[src/rtl/alu_seq.sv]
// alu_seq: registered ALU with a valid/ready handshake on both sides.
// Covers add/sub with carry/borrow, logic ops and barrel shifts, and
// returns the result together with the C/Z/N/V flags.
// Build option: define ALU_MUL_EN to include the iterative shift-add
// multiplier (op 10). Without it, op 10 is reported as an illegal opcode
// and result_hi always reads zero.
module alu_seq #(
    parameter int WIDTH = 16
) (
    input  logic             clock,
    input  logic             reset,
    input  logic             in_valid,
    output logic             in_ready,
    input  logic [3:0]       op,
    input  logic [WIDTH-1:0] a,
    input  logic [WIDTH-1:0] b,
    input  logic             cf_in,
    output logic             out_valid,
    input  logic             out_ready,
    output logic [WIDTH-1:0] result,
    output logic [WIDTH-1:0] result_hi,
    output logic             cf_out,
    output logic             zf_out,
    output logic             nf_out,
    output logic             vf_out,
    output logic             op_err
);

    // Shift amount width, derived from WIDTH.
    localparam int SHW = $clog2(WIDTH);

    localparam logic [3:0] OP_ADD = 4'd0;
    localparam logic [3:0] OP_ADC = 4'd1;
    localparam logic [3:0] OP_SUB = 4'd2;
    localparam logic [3:0] OP_SBB = 4'd3;
    localparam logic [3:0] OP_AND = 4'd4;
    localparam logic [3:0] OP_OR  = 4'd5;
    localparam logic [3:0] OP_XOR = 4'd6;
    localparam logic [3:0] OP_SLL = 4'd7;
    localparam logic [3:0] OP_SRL = 4'd8;
    localparam logic [3:0] OP_SRA = 4'd9;

    typedef enum logic [1:0] {
        ST_IDLE = 2'd0,
        ST_BUSY = 2'd1,
        ST_HOLD = 2'd2
    } state_t;

    state_t           state_r;
    logic             out_valid_r;
    logic [WIDTH-1:0] result_r;
    logic [WIDTH-1:0] result_hi_r;
    logic             cf_r;
    logic             zf_r;
    logic             nf_r;
    logic             vf_r;
    logic             op_err_r;

    logic             in_ready_s;
    logic             accept_s;
    logic             is_mul_s;
    logic [SHW-1:0]   shamt_s;
    logic [WIDTH:0]   ext_s;
    logic [WIDTH-1:0] alu_res_s;
    logic             alu_cf_s;
    logic             alu_vf_s;
    logic             alu_zf_s;
    logic             alu_nf_s;
    logic             alu_err_s;
    logic             mul_done_s;
    logic [WIDTH-1:0] mul_lo_s;
    logic [WIDTH-1:0] mul_hi_s;

    // A new request is taken when idle, or when the held result leaves this cycle.
    assign in_ready_s = (state_r == ST_IDLE) || ((state_r == ST_HOLD) && out_ready);
    assign accept_s   = in_valid && in_ready_s;
    assign shamt_s    = b[SHW-1:0];

    assign in_ready  = in_ready_s;
    assign out_valid = out_valid_r;
    assign result    = result_r;
    assign result_hi = result_hi_r;
    assign cf_out    = cf_r;
    assign zf_out    = zf_r;
    assign nf_out    = nf_r;
    assign vf_out    = vf_r;
    assign op_err    = op_err_r;

`ifdef ALU_MUL_EN
    localparam logic [3:0] OP_MUL = 4'd10;
    localparam int CNT_W = $clog2(WIDTH);

    logic [2*WIDTH-1:0] prod_r;
    logic [2*WIDTH-1:0] prod_next_s;
    logic [WIDTH-1:0]   mcand_r;
    logic [CNT_W-1:0]   count_r;

    // One shift-add step: conditionally add the multiplicand to the upper
    // half, then shift the whole {carry, hi, lo} product right by one.
    function automatic logic [2*WIDTH-1:0] mul_step(
        input logic [2*WIDTH-1:0] prod,
        input logic [WIDTH-1:0]   mcand
    );
        logic [WIDTH:0] sum;
        if (prod[0]) begin
            sum = {1'b0, prod[2*WIDTH-1:WIDTH]} + {1'b0, mcand};
        end else begin
            sum = {1'b0, prod[2*WIDTH-1:WIDTH]};
        end
        return {sum, prod[WIDTH-1:1]};
    endfunction

    assign is_mul_s    = (op == OP_MUL);
    assign prod_next_s = mul_step(prod_r, mcand_r);
    assign mul_done_s  = (state_r == ST_BUSY) && (count_r == CNT_W'(1));
    assign mul_lo_s    = prod_next_s[WIDTH-1:0];
    assign mul_hi_s    = prod_next_s[2*WIDTH-1:WIDTH];

    // Multiplier datapath: the first step is folded into the accept edge so
    // the product is ready WIDTH edges after acceptance; count tracks the
    // steps still to go and the step taken at count 1 is the last one.
    always_ff @(posedge clock) begin
        if (reset) begin
            prod_r  <= {(2*WIDTH){1'b0}};
            mcand_r <= {WIDTH{1'b0}};
            count_r <= {CNT_W{1'b0}};
        end else if (accept_s && is_mul_s) begin
            prod_r  <= mul_step({{WIDTH{1'b0}}, b}, a);
            mcand_r <= a;
            count_r <= CNT_W'(WIDTH - 1);
        end else if (state_r == ST_BUSY) begin
            prod_r  <= prod_next_s;
            count_r <= count_r - CNT_W'(1);
        end else begin
            prod_r  <= prod_r;
            mcand_r <= mcand_r;
            count_r <= count_r;
        end
    end
`else
    assign is_mul_s   = 1'b0;
    assign mul_done_s = 1'b0;
    assign mul_lo_s   = {WIDTH{1'b0}};
    assign mul_hi_s   = {WIDTH{1'b0}};
`endif

    // Single-cycle ALU: all non-multiply results and their flags.
    always_comb begin
        ext_s     = {(WIDTH+1){1'b0}};
        alu_res_s = {WIDTH{1'b0}};
        alu_cf_s  = 1'b0;
        alu_vf_s  = 1'b0;
        alu_err_s = 1'b0;
        case (op)
            OP_ADD, OP_ADC: begin
                ext_s     = {1'b0, a} + {1'b0, b} + {{WIDTH{1'b0}}, (op == OP_ADC) & cf_in};
                alu_res_s = ext_s[WIDTH-1:0];
                alu_cf_s  = ext_s[WIDTH];
                alu_vf_s  = (a[WIDTH-1] == b[WIDTH-1]) && (ext_s[WIDTH-1] != a[WIDTH-1]);
            end
            OP_SUB, OP_SBB: begin
                // Bit WIDTH of the extended difference is the borrow.
                ext_s     = {1'b0, a} - {1'b0, b} - {{WIDTH{1'b0}}, (op == OP_SBB) & cf_in};
                alu_res_s = ext_s[WIDTH-1:0];
                alu_cf_s  = ext_s[WIDTH];
                alu_vf_s  = (a[WIDTH-1] != b[WIDTH-1]) && (ext_s[WIDTH-1] != a[WIDTH-1]);
            end
            OP_AND: alu_res_s = a & b;
            OP_OR:  alu_res_s = a | b;
            OP_XOR: alu_res_s = a ^ b;
            OP_SLL: begin
                // The extra top bit catches the last bit shifted out.
                ext_s     = {1'b0, a} << shamt_s;
                alu_res_s = ext_s[WIDTH-1:0];
                alu_cf_s  = ext_s[WIDTH];
            end
            OP_SRL: begin
                ext_s     = {a, 1'b0} >> shamt_s;
                alu_res_s = ext_s[WIDTH:1];
                alu_cf_s  = ext_s[0];
            end
            OP_SRA: begin
                ext_s     = $unsigned($signed({a, 1'b0}) >>> shamt_s);
                alu_res_s = ext_s[WIDTH:1];
                alu_cf_s  = ext_s[0];
            end
`ifdef ALU_MUL_EN
            OP_MUL: alu_err_s = 1'b0;
`endif
            default: alu_err_s = 1'b1;
        endcase
        alu_zf_s = (alu_res_s == {WIDTH{1'b0}});
        alu_nf_s = alu_res_s[WIDTH-1];
    end

    // Control FSM and the registered result/flag outputs.
    always_ff @(posedge clock) begin
        if (reset) begin
            state_r     <= ST_IDLE;
            out_valid_r <= 1'b0;
            result_r    <= {WIDTH{1'b0}};
            result_hi_r <= {WIDTH{1'b0}};
            cf_r        <= 1'b0;
            zf_r        <= 1'b0;
            nf_r        <= 1'b0;
            vf_r        <= 1'b0;
            op_err_r    <= 1'b0;
        end else begin
            case (state_r)
                ST_IDLE, ST_HOLD: begin
                    if (accept_s && is_mul_s) begin
                        state_r     <= ST_BUSY;
                        out_valid_r <= 1'b0;
                    end else if (accept_s) begin
                        state_r     <= ST_HOLD;
                        out_valid_r <= 1'b1;
                        result_r    <= alu_res_s;
                        result_hi_r <= {WIDTH{1'b0}};
                        cf_r        <= alu_cf_s;
                        zf_r        <= alu_zf_s;
                        nf_r        <= alu_nf_s;
                        vf_r        <= alu_vf_s;
                        op_err_r    <= alu_err_s;
                    end else if ((state_r == ST_HOLD) && out_ready) begin
                        state_r     <= ST_IDLE;
                        out_valid_r <= 1'b0;
                    end else begin
                        state_r     <= state_r;
                        out_valid_r <= out_valid_r;
                    end
                end
                ST_BUSY: begin
                    if (mul_done_s) begin
                        state_r     <= ST_HOLD;
                        out_valid_r <= 1'b1;
                        result_r    <= mul_lo_s;
                        result_hi_r <= mul_hi_s;
                        cf_r        <= (mul_hi_s != {WIDTH{1'b0}});
                        zf_r        <= (mul_hi_s == {WIDTH{1'b0}}) && (mul_lo_s == {WIDTH{1'b0}});
                        nf_r        <= mul_lo_s[WIDTH-1];
                        vf_r        <= 1'b0;
                        op_err_r    <= 1'b0;
                    end else begin
                        state_r     <= ST_BUSY;
                        out_valid_r <= 1'b0;
                    end
                end
                default: begin
                    state_r     <= ST_IDLE;
                    out_valid_r <= 1'b0;
                end
            endcase
        end
    end

endmodule

[config.mk]
export PLATFORM = sky130hd
export DESIGN_NAME = alu_seq
export DESIGN_NICKNAME = d
export VERILOG_FILES = /design/src/rtl/alu_seq.sv
export SDC_FILE = /design/constraint.sdc
export NUM_CORES = 1
export LEC_CHECK = 0
export ABC_AREA = 0
export BUFFER_PORTS_ARGS = -buffer_cell sky130_fd_sc_hd__buf_2
export CORE_MARGIN = 4
export CORE_UTILIZATION = 30
export CTS_BUF_LIST = sky130_fd_sc_hd__clkbuf_8
export DETAILED_ROUTE_END_ITERATION = 10
export HOLD_SLACK_MARGIN = 0.02
export SETUP_SLACK_MARGIN = 0.15
export SLEW_MARGIN = 0
export SYNTH_ARGS = -nofsm -noshare
export SYNTH_HDL_FRONTEND = slang
export SYNTH_SLANG_ARGS = --single-unit
[constraint.sdc]
create_clock -name clock -period 4.5 [get_ports clock]
set_clock_uncertainty 0.05 [all_clocks]
set_input_delay 0.225 -clock clock [delete_from_list [all_inputs] [get_ports clock]]
set_output_delay 0.225 -clock clock [all_outputs]
set_load 0.05 [all_outputs]
### Yosys cells after proc, flatten, opt, wreduce, memory -nomap -nowiden

Cells that the tools add are included.

| word-level totals | value |
|---|---|
| register bits | 24 |
| output and inout port bits | 39 |

| cells by class | value |
|---|---|
| bitwise gates (word level) | 6 |
| reduce and logical (&&, ||, !) cells | 15 |
| equality and inequality tests | 16 |
| add/sub/neg operators | 4 |
| shift operators | 3 |
| mux-type cells | 9 |

Operators with widths:

| cell | number |
|---|---|
| $pmux 16 s8 | 1 |
| $add 16x16->17 | 1 |
| $add 17x1->17 | 1 |
| $shl 16x4->17 | 1 |
| $shr 17x4->17 | 1 |
| $sshr 17x4->17 | 1 |
| $sub 16x16->17 | 1 |
| $sub 17x1->17 | 1 |
| $and 16x16->16 | 1 |
| $eq 4x3->1 const B | 4 |
| $logic_not 16->1 | 1 |
| $or 16x16->16 | 1 |
| $xor 16x16->16 | 1 |
| $reduce_or 10->1 | 1 |
| $eq 4x2->1 const B | 2 |
| $eq 4x4->1 const B | 2 |
| $reduce_or 2->1 | 4 |
| $pmux 1 s5 | 1 |
| $eq 4x1->1 const B | 1 |
| $logic_and 1x1->1 | 4 |
| $logic_not 4->1 | 1 |
| $mux 2 | 2 |
| $pmux 2 s2 | 1 |
| $mux 1 | 3 |
| other kinds (12) | 15 |

### Longest topological paths before layout

Gate-level depths: netlist of the first run.

| logic depth | value |
|---|---|
| word-level depth | 6 |
| gate-level depth with buffers | 17 |
| mapped depth without buffers | 14 |

### Worst setup path after synthesis of the first run

No wires, ideal clock.

| timing | value |
|---|---|
| path type | input -> register |
| from | input port b[0] |
| to | register zf_r (netlist: zf_out) |
| slack | 0.285 ns |
| buffers on the path | 4 |
| cell stages on the path | 16 |
| arrival time | 4.080 ns |
| path through | buf_6 > buf_2 > buf_2 > buf_1 > inv_1 > fa_1 > fa_1 > o21a_1 > o22ai_1 > xor2_1 > o21ai_0 > a211oi_1 > or4b_1 > nor4_2 > nand4_1 > o31ai_2 |

| on the way | value |
|---|---|
| longest elaborated chain between the ends | 4 |
| elaborated cells between the ends (all ways) | 12 |
| those cells by class | add/sub: 4; shift: 3; mux: 1; bitwise: 3; reduce/logical: 1 |

Ends and longest elaborated chain:

| what | RTL line | text |
|---|---|---|
| start: declaration | 16 | `input logic [WIDTH-1:0] b,` |
| $sub 16x16->17 or $add 16x16->17 (tied branches) | 163, 156 |  |
| $sub 17x1->17 or $add 17x1->17 (tied branches) | 163, 156 |  |
| $pmux 16 s8 (*) | 154 | `case (op)` |
| $logic_not 16->1 (*) | 192 | `alu_zf_s = (alu_res_s == {WIDTH{1'b0}});` |
| end signal: assignment | 220 | `zf_r <= alu_zf_s;` |
| end signal: assignment | 239 | `zf_r <= (mul_hi_s == {WIDTH{1'b0}}) && (mul_lo_s == {WIDTH{1'b0}});` |
| end: declaration | 54 | `logic zf_r;` |

Every way passes the cells marked *; elsewhere a longest branch is shown, timed or not.
A chain may end at the register's enable or synchronous reset.

### Worst setup path in the final report of the first run

| timing | value |
|---|---|
| from | input port op[2] |
| to | register zf_r (netlist: zf_out) |

| on the way | value |
|---|---|
| longest elaborated chain between the ends | 5 |
| elaborated cells between the ends (all ways) | 18 |
| those cells by class | add/sub: 2; eq/ne: 9; mux: 1; bitwise: 2; reduce/logical: 4 |

Ends and longest elaborated chain:

| what | RTL line | text |
|---|---|---|
| start: declaration | 14 | `input logic [3:0] op,` |
| $eq 4x2->1 or $eq 4x1->1 (tied branches) | 154, 163, 156 |  |
| $and 1x1->1 (on tied branches) | 163, 156 |  |
| $sub 17x1->17 or $add 17x1->17 (tied branches) | 163, 156 |  |
| $pmux 16 s8 (*) | 154 |  |
| $logic_not 16->1 (*) | 192 |  |

Marks and branches as above.

==> results of run 1 <==
-- cells by family (layout without fill, tap and decap cells) --
| kind of cell | Yosys count | after routing |
|---|---|---|
| buf+inv | 127 | 144 |
| simple gates | 250 | 250 |
| fa+ha+maj | 67 | 67 |
| compound gates | 228 | 228 |
| other cells | 1 | 16 |
| xor+xnor | 14 | 14 |
| flops | 23 | 23 |
| mux | 58 | 58 |
-- report_power, final --
part           total, W  switching [W]  internal, W
registers      0.000228     0.00000830     0.000219
clock network  0.000129      0.0000659    0.0000626
logic          0.000814       0.000530     0.000284
-- cell type report --
cell class | instances | area [µm²] | share of cell area
Multi-Input combinational cell | 633 | 4650 | 0.758
Timing Repair Buffer | 85 | 480 | 0.0784
Sequential cell | 23 | 460 | 0.0751
Tap cell | 229 | 287 | 0.0467
Inverter | 55 | 206 | 0.0337
Clock buffer | 3 | 41.3 | 0.00673
Clock inverter | 1 | 7.51 | 0.00122
-- through the flow --
step	cells	total power [W]	area (µm²)
final	1029	0.00117	6130
after global routing	1029	0.00125	6130
after CTS	1029	0.00116	6130
after detailed placement	1025	0.00103	6080
after global placement	1025	0.00103	6080
after floorplan	783	0.000822	5680
-- cells in the final DEF, fill, tap and decap left out, types with 6 or more instances in the layout --
cell and count:
o21ai_0 42, conb_1 16, a221oi_1 9, o2111ai_1 6
a31oi_1 8, a21oi_1 43, o22ai_1 6, a211oi_1 27
nand2b_1 12, buf_4 22, o211ai_1 12, o21bai_1 6
xor2_1 7, mux4_2 13, nor2_1 79, ha_1 63
mux2_2 10, nor2b_1 9, xnor2_1 7, mux2i_1 29
inv_1 53, nand2_1 66, nand3_1 20, buf_2 63
nor3_1 17, dfxtp_1 23
-- final timing paths --
kind | from | end | slack [ns] | cells after the start
max | op[2] | zf_out$_SDFFE_PP0P_ | 0.66 | 15
min | in_valid | state_r[1]$_SDFFE_PP0P_ | 0.23 | 3
max reg2reg | state_r[1]$_SDFFE_PP0P_ | zf_out$_SDFFE_PP0P_ | 2.29 | 10
min reg2reg | op_err$_SDFFE_PP0P_ | op_err$_SDFFE_PP0P_ | 0.40 | 2
-- critical path: cells and delay by family --
family,cells,cell delay [ns]
AND/OR/NAND/NOR,5,1.41
adder cells (fa/ha/maj),2,0.89
XOR/XNOR,1,0.17
AO/OA/AOI/OAI,5,1.03
buffers and inverters,2,0.25
-- state kept, by name, summed over array words and instances (netlist names) --
name,count
cf_out,1
op_err,1
out_valid,1
result,16
state_r,2
vf_out,1
zf_out,1
-- layer usage --
| metal | GRT usage | vias up | routed length, µm |
|---|---|---|---|
| li1 | - | 2874 | - |
| met1 | 0.274 | 2905 | 9550 |
| met2 | 0.304 | 336 | 9390 |
| met3 | 0.0340 | 46 | 1850 |
| met4 | 0.0698 | 0 | 782 |
| met5 | 0 | - | 0 |
==> results.cfg, run 1 <==
[pwr]
cellLeakagePower_nw = 2.68
irDropWorstVdd_mv = 0.0947
p_per_area_nw_per_um2 = 191

[finish]
area_growth_pct = 8.98
final_util = 0.337
antenna_cells = 0
fillers = 1930
nets = 909
drive_above_1_share = 0.165

[placed_design]
hpwl_um = 17000
portBuffers = 63
dpl_worst_slack_ns = 0.425
globalplace.congestion = 0.995

[synthesis]
yosysSeqAreaShare = 0.0818
synth_top_area_share = 0.140
ys.flop_type = dfxtp_1
synth_commonest_cells = 79 x nor2_1, 66 x nand2_1, 63 x ha_1, 53 x inv_1, 43 x a21oi_1
synth_area_um2 = 5630
synth_warnings = 0
synth_top_family_by_area = compound AO/OA/AOI/OAI gates
synthXorXnorAreaFrac = 0.0218
synth.avg_cell_area_um2 = 7.33
yosysTopAreaCell = ha_1
syn_inst = 768
muxShareOfSynthArea = 0.138
synth-compound-area-share = 0.284
synth_area_leaders = ha_1 14%, dfxtp_1 8.2%, nor2_1 5.3%, mux4_2 5.2%, mux2i_1 5.2%
async_flop_share = 0
synth_seq_cells = 23
yosys.area_share.adder = 0.154
synth_edf_count = 0
synthSimpleGateAreaFrac = 0.216
synthDistinctLibCells = 82
synth.most_common_cell = nor2_1

[die]
die_x_um = 145
io-pin-count = 80
dieHeight_um = 145
initial_core_util = 0.309
rows = 49
die-area_um2 = 21000
core_um2 = 18200

[clock_tree]
numCtsBuffers = 3
ctsHoldBuffers = 0
clk_pin_slew_worst_paths_ns = 0.09
htreeDepth = 1
post-cts-setup-buffers = 0
cts_resized = 0
cts_root_buf = clkbuf_8
cts_tree = yes
clock_path_buffers = 2
clock_sinks = 23
insertion_delay_ns = 0.26

[setup_path]
crit_top_cell = fa_1
worstSetupPathType = in -> reg
slowest_stage = fa_1
slowest_delay_ns = 0.46
cp_cell_sequence = buf_2, nor3b_1, nand3_1, fa_1, fa_1, o21a_1, o22ai_1, xor2_1, o21ai_0, a211oi_1, buf_4, or4b_1, nor4_2, nand4_1, o31ai_2
critPathCaptureType = flip-flop
crit_arrival_ns = 3.99
crit_required_ns = 4.64
crit_fanout = 4
critPathLaunchType = input pin

[grt]
grt_pass1_wl_um = 33700
grt_max_degree = 54
grt_use_total = 0.196
grt_pass1_vias = 5661
globalRouteOverflowTotal = 0
antenna_found_initial = 0

[timing]
finalSetupViolations = 0
layout_setup_ws_ns = 0.656
hold_slack_ns = 0.229
rsz0062_at_grt = no
max_clock_freq_mhz = 260
maxSlewHeadroom = 0.411
hold_violations = 0
maxSlewViolCount = 0
period_needed_ns = 3.84
fin_tns_setup_ns = 0
worst_pin_slew_ns = 0.884
period_share = 0.854

[outcome]
status = complete, no violations

[routing]
detail_route.wl_per_cell_um = 21.0
first_pass_iters = 5
wl_um = 21600
drt_iter0_drc = 814
drc = 0
via_per_inst = 5.99
antenna_left = 0
dr_total_vias = 6161

[run]
cap_violations = 0

[hold_path]
holdCritPathClass = in -> reg
(Power assumes the default switching activity.)
==> inputs of run 2 (changes only) <==
--- a/config.mk
+++ b/config.mk
@@ -9,2 +9,3 @@
 export BUFFER_PORTS_ARGS = -buffer_cell sky130_fd_sc_hd__buf_2
+export CORE_ASPECT_RATIO = 0.6
 export CORE_MARGIN = 4
==> constraint.sdc (replaced) <==
create_clock -name clock -period 4.5 [get_ports clock]
set_clock_uncertainty 0.05 [all_clocks]
set_input_delay 0.675 -clock clock [delete_from_list [all_inputs] [get_ports clock]]
set_output_delay 0.675 -clock clock [all_outputs]
set_load 0.05 [all_outputs]
==> results.cfg, run 2 (synthesis gave the netlist of run 1 again) <==
[outcome]
status = complete, no violations

[run]
cap_violations = 0

[die]
initial_core_util = 0.308
io-pin-count = 80
rows = 38
core_um2 = 18300
die_x_um = 185
dieHeight_um = 114
die-area_um2 = 21100

[hold_path]
holdCritPathClass = reg -> reg
hold_start = op_err$_SDFFE_PP0P_
hold_path_end = op_err$_SDFFE_PP0P_
hold_depth = 2

[timing]
rsz0062_at_grt = no
maxSlewViolCount = 0
period_needed_ns = 4.13
period_share = 0.919
fin_tns_setup_ns = 0
max_clock_freq_mhz = 242
layout_setup_ws_ns = 0.366
worst_pin_slew_ns = 0.872
finalSetupViolations = 0
maxSlewHeadroom = 0.419
hold_violations = 0

[clock_tree]
clock_path_buffers = 2
cts_root_buf = clkbuf_8
htreeDepth = 1
numCtsBuffers = 3
cts_tree = yes
post-cts-setup-buffers = 0
clock_sinks = 23
insertion_delay_ns = 0.26
clk_pin_slew_worst_paths_ns = 0.08

[placed_design]
globalplace.congestion = 1.02
dpl_worst_slack_ns = 0.113
dpl_cell_area_um2 = 6240
placed_cells = 1049
hpwl_um = 18000
portBuffers = 63

[routing]
detail_route.wl_per_cell_um = 21.1
drt_iter0_drc = 852
first_pass_iters = 6
antenna_left = 0
dr_total_vias = 6306
via_per_inst = 5.99
wl_um = 22300
drc = 0

[setup_path]
worstReg2RegEnd = zf_out$_SDFFE_PP0P_
worstSetupPathType = in -> reg
crit_fanout = 4
reg2reg_slack_ns = 2.16
crit_required_ns = 4.63
r2r-start = state_r[1]$_SDFFE_PP0P_
critPathCaptureType = flip-flop
r2r_cells = 10
crit_arrival_ns = 4.27
critPathLaunchType = input pin

[grt]
grt_pass1_wl_um = 34500
globalRouteOverflowTotal = 0
antenna_found_initial = 0
grt_pass1_vias = 5808
grt_use_total = 0.206
grt_max_degree = 54

[finish]
final_cell_mix = 79 x nor2_1, 66 x nand2_1, 63 x ha_1, 63 x buf_2, 54 x inv_1
final_area_um2 = 6290
nets = 922
final_util = 0.345
largest_reg_flops = 16
drive_above_1_share = 0.180
area_growth_pct = 11.9
antenna_cells = 0
final_common_cell = nor2_1
instances_no_fill = 1053

[pwr]
p_per_area_nw_per_um2 = 191
irDropWorstVdd_mv = 0.126
cellLeakagePower_nw = 2.78
==> run 2: where the power goes <==
group	switching, W	internal [W]	total (W)	leakage (nW)
Combinational	0.000553	0.000300	0.000853	2.56
Sequential	0.00000819	0.000219	0.000227	0.190
Clock	0.0000643	0.0000609	0.000125	0.0269
==> run 2: critical path, cell delays in order <==
cell and delay [ns]:
buf_2 0.16, nor3b_2 0.22, nand3_1 0.12, fa_1 0.42
fa_1 0.44, o21a_1 0.23, o22ai_2 0.17, xor2_1 0.19
o21ai_0 0.11, a211oi_1 0.28, or4b_1 0.51, nor4_4 0.36
nand4_1 0.18, o31ai_2 0.19
==> run 2: area by class of cell <==
cell class / count / area, µm²
clock buffers: 3 / 41.3
clock inverters: 1 / 3.75
fillers: 2003 / 12000
inverters: 55 / 206
multi-input cells: 633 / 4680
flip-flops and latches: 23 / 460
well taps: 240 / 300
repair buffers: 98 / 603
==> run 2: worst max-delay path by stage <==
stage,startpoint,end,slack (ns),cells past startpoint
2_1_floorplan,b[0],zf_out$_SDFFE_PP0P_,0.15,16
4_1_cts,op[2],zf_out$_SDFFE_PP0P_,0.38,13
6_report,op[2],zf_out$_SDFFE_PP0P_,0.37,14
3_5_place_dp,op[2],zf_out$_SDFFE_PP0P_,0.11,13
3_3_place_gp,op[2],zf_out$_SDFFE_PP0P_,0.19,14
5_1_grt,op[2],zf_out$_SDFFE_PP0P_,0.17,14
==> run 2: repair_timing <==
item / CTS / global route
hold buffers: 0 / 0
gates resized for setup: 0 / 2
endpoints found under the setup margin: 0 / 1
==> run 2: layer usage <==
metal  part of all wire  up-vias  global-route usage  routed length [µm]
li1                   -     2893                   -                   -
met1               0.48     2990               0.333               10600
met2               0.37      389               0.265                8170
met3               0.14       34              0.0708                3210
met4              0.013        0              0.0210                 281
met5                  0        -                   0                   0
==> run 2: metrics by stage <==
step / hold slack [ns] / total power [W]
floorplan: 0.385 / 0.000825
global placement: 0.390 / 0.00105
detailed placement: 0.399 / 0.00105
CTS: 0.411 / 0.00118
global route: 0.441 / 0.00129
finish: 0.404 / 0.00121
==> inputs of run 3 (changes only) <==
ABC_CLOCK_PERIOD_IN_PS = 4500   (was not set)
PLACE_DENSITY_LB_ADDON = 0.1   (was not set)
==> results.cfg, run 3 (synthesis gave the netlist of run 1 again) <==
[setup_path]
critPathTopFamily = simple AND/OR/NAND/NOR gates
slowest_stage = or4b_1
cp.buffers_inverters = 1
critPathLaunchType = input pin
worstSetupStartpoint = op[2]
worstSetupPathType = in -> reg
worstReg2RegEnd = zf_out$_SDFFE_PP0P_
endpoint = zf_out$_SDFFE_PP0P_
crit_fanout = 4
critPathCaptureType = flip-flop
crit_arrival_ns = 4.21
cp_cell_sequence = buf_2, nor3b_2, nand3_1, fa_1, fa_1, a221oi_1, mux2i_1, or4b_1, a2111oi_1, nand3_1, nor4_4, nand4_1, o31ai_2
path_depth = 13
crit_required_ns = 4.65
r2r_cells = 10
reg2reg_slack_ns = 1.96
slowest_delay_ns = 0.58
r2r-start = state_r[1]$_SDFFE_PP0P_

[finish]
drive_above_1_share = 0.176
antenna_cells = 0
instances_no_fill = 1049
final_area_um2 = 6260
final_util = 0.343
final_common_cell = nor2_1
final_cell_mix = 79 x nor2_1, 66 x nand2_1, 63 x ha_1, 63 x buf_2, 54 x inv_1
largest_reg_flops = 16
nets = 918
area_growth_pct = 11.2
fillers = 1969

[clock_tree]
post-cts-setup-buffers = 0
cts_resized = 0
clock_path_buffers = 2
numCtsBuffers = 3
htreeDepth = 1
ctsHoldBuffers = 0
cts_tree = yes
clk_pin_slew_worst_paths_ns = 0.08
clock_sinks = 23
insertion_delay_ns = 0.27
cts_root_buf = clkbuf_8

[grt]
grt_pass1_vias = 5814
grt_max_degree = 54
grt_use_total = 0.224
globalRouteOverflowTotal = 0
grt_pass1_wl_um = 36600
antenna_found_initial = 0

[timing]
finalSetupViolations = 0
period_needed_ns = 4.06
rsz0062_at_grt = no
maxSlewHeadroom = 0.399
max_clock_freq_mhz = 246
layout_setup_ws_ns = 0.442
period_share = 0.902
maxSlewViolCount = 0
fin_tns_setup_ns = 0
worst_pin_slew_ns = 0.901
hold_violations = 0

[routing]
drt_iter0_drc = 797
drc = 0
dr_total_vias = 6217
detail_route.wl_per_cell_um = 23.1
wl_um = 24200
antenna_left = 0
first_pass_iters = 5
via_per_inst = 5.93

[die]
rows = 38
die-area_um2 = 21100
die_x_um = 185
io-pin-count = 80
core_um2 = 18300
dieHeight_um = 114
initial_core_util = 0.308

[placed_design]
portBuffers = 63
dpl_worst_slack_ns = 0.148
dpl_cell_area_um2 = 6200
globalplace.congestion = 0.932
hpwl_um = 19700
placed_cells = 1045

[pwr]
cellLeakagePower_nw = 2.75
irDropWorstVdd_mv = 0.120
p_per_area_nw_per_um2 = 195

[hold_path]
holdCritPathClass = reg -> reg

[outcome]
status = complete, no violations

[run]
cap_violations = 0
[run 3: report_power, final]
group | leakage [nW] | internal (W) | switching, W
combinational | 2.53 | 0.000297 | 0.000563
sequential | 0.190 | 0.000219 | 0.00000850
clock | 0.0269 | 0.0000613 | 0.0000708
total | 2.75 | 0.000577 | 0.000643
[run 3: tightest hold or removal path, delay by kind of cell, from the launching register on]
kind / cells / cell delay [ns]
AO/OA/AOI/OAI: 1 / 0.05
flip-flops: 1 / 0.32
AND/OR/NAND/NOR: 1 / 0.05
[run 3: final cells by class]
class,count,area (µm²),area share
multi-input cells,633,4670,0.747
repair buffers,94,573,0.0916
flip-flops and latches,23,460,0.0736
well taps,240,300,0.0480
inverters,55,206,0.0330
clock buffers,3,41.3,0.00660
clock inverters,1,3.75,0.000600
[run 3: worst min path at each step]
stage                                 start                       to  slack (ns)  depth (start not counted)
detailed placement   result[9]$_SDFFE_PP0P_   result[9]$_SDFFE_PP0P_        0.41                          2
finish               result[9]$_SDFFE_PP0P_   result[9]$_SDFFE_PP0P_        0.41                          2
floorplan           state_r[1]$_SDFFE_PP0P_  state_r[0]$_SDFFE_PP0P_        0.38                          1
global placement     result[9]$_SDFFE_PP0P_   result[9]$_SDFFE_PP0P_        0.39                          2
CTS                  result[9]$_SDFFE_PP0P_   result[9]$_SDFFE_PP0P_        0.42                          2
global route            zf_out$_SDFFE_PP0P_      zf_out$_SDFFE_PP0P_        0.45                          2
[run 3: routing by layer]
layer,vias up,global-route usage,share of wire
li1,2896,-,-
met5,-,0,0
met4,0,0.0239,0.010
met3,24,0.0565,0.098
met1,2997,0.363,0.51
met2,300,0.300,0.38
[run 3: metrics by stage]
stage               hold slack [ns]  total power (W)
finish                        0.414          0.00122
global route                  0.446          0.00130
CTS                           0.419          0.00120
detailed placement            0.406          0.00107
global placement              0.394          0.00106
floorplan                     0.385         0.000825
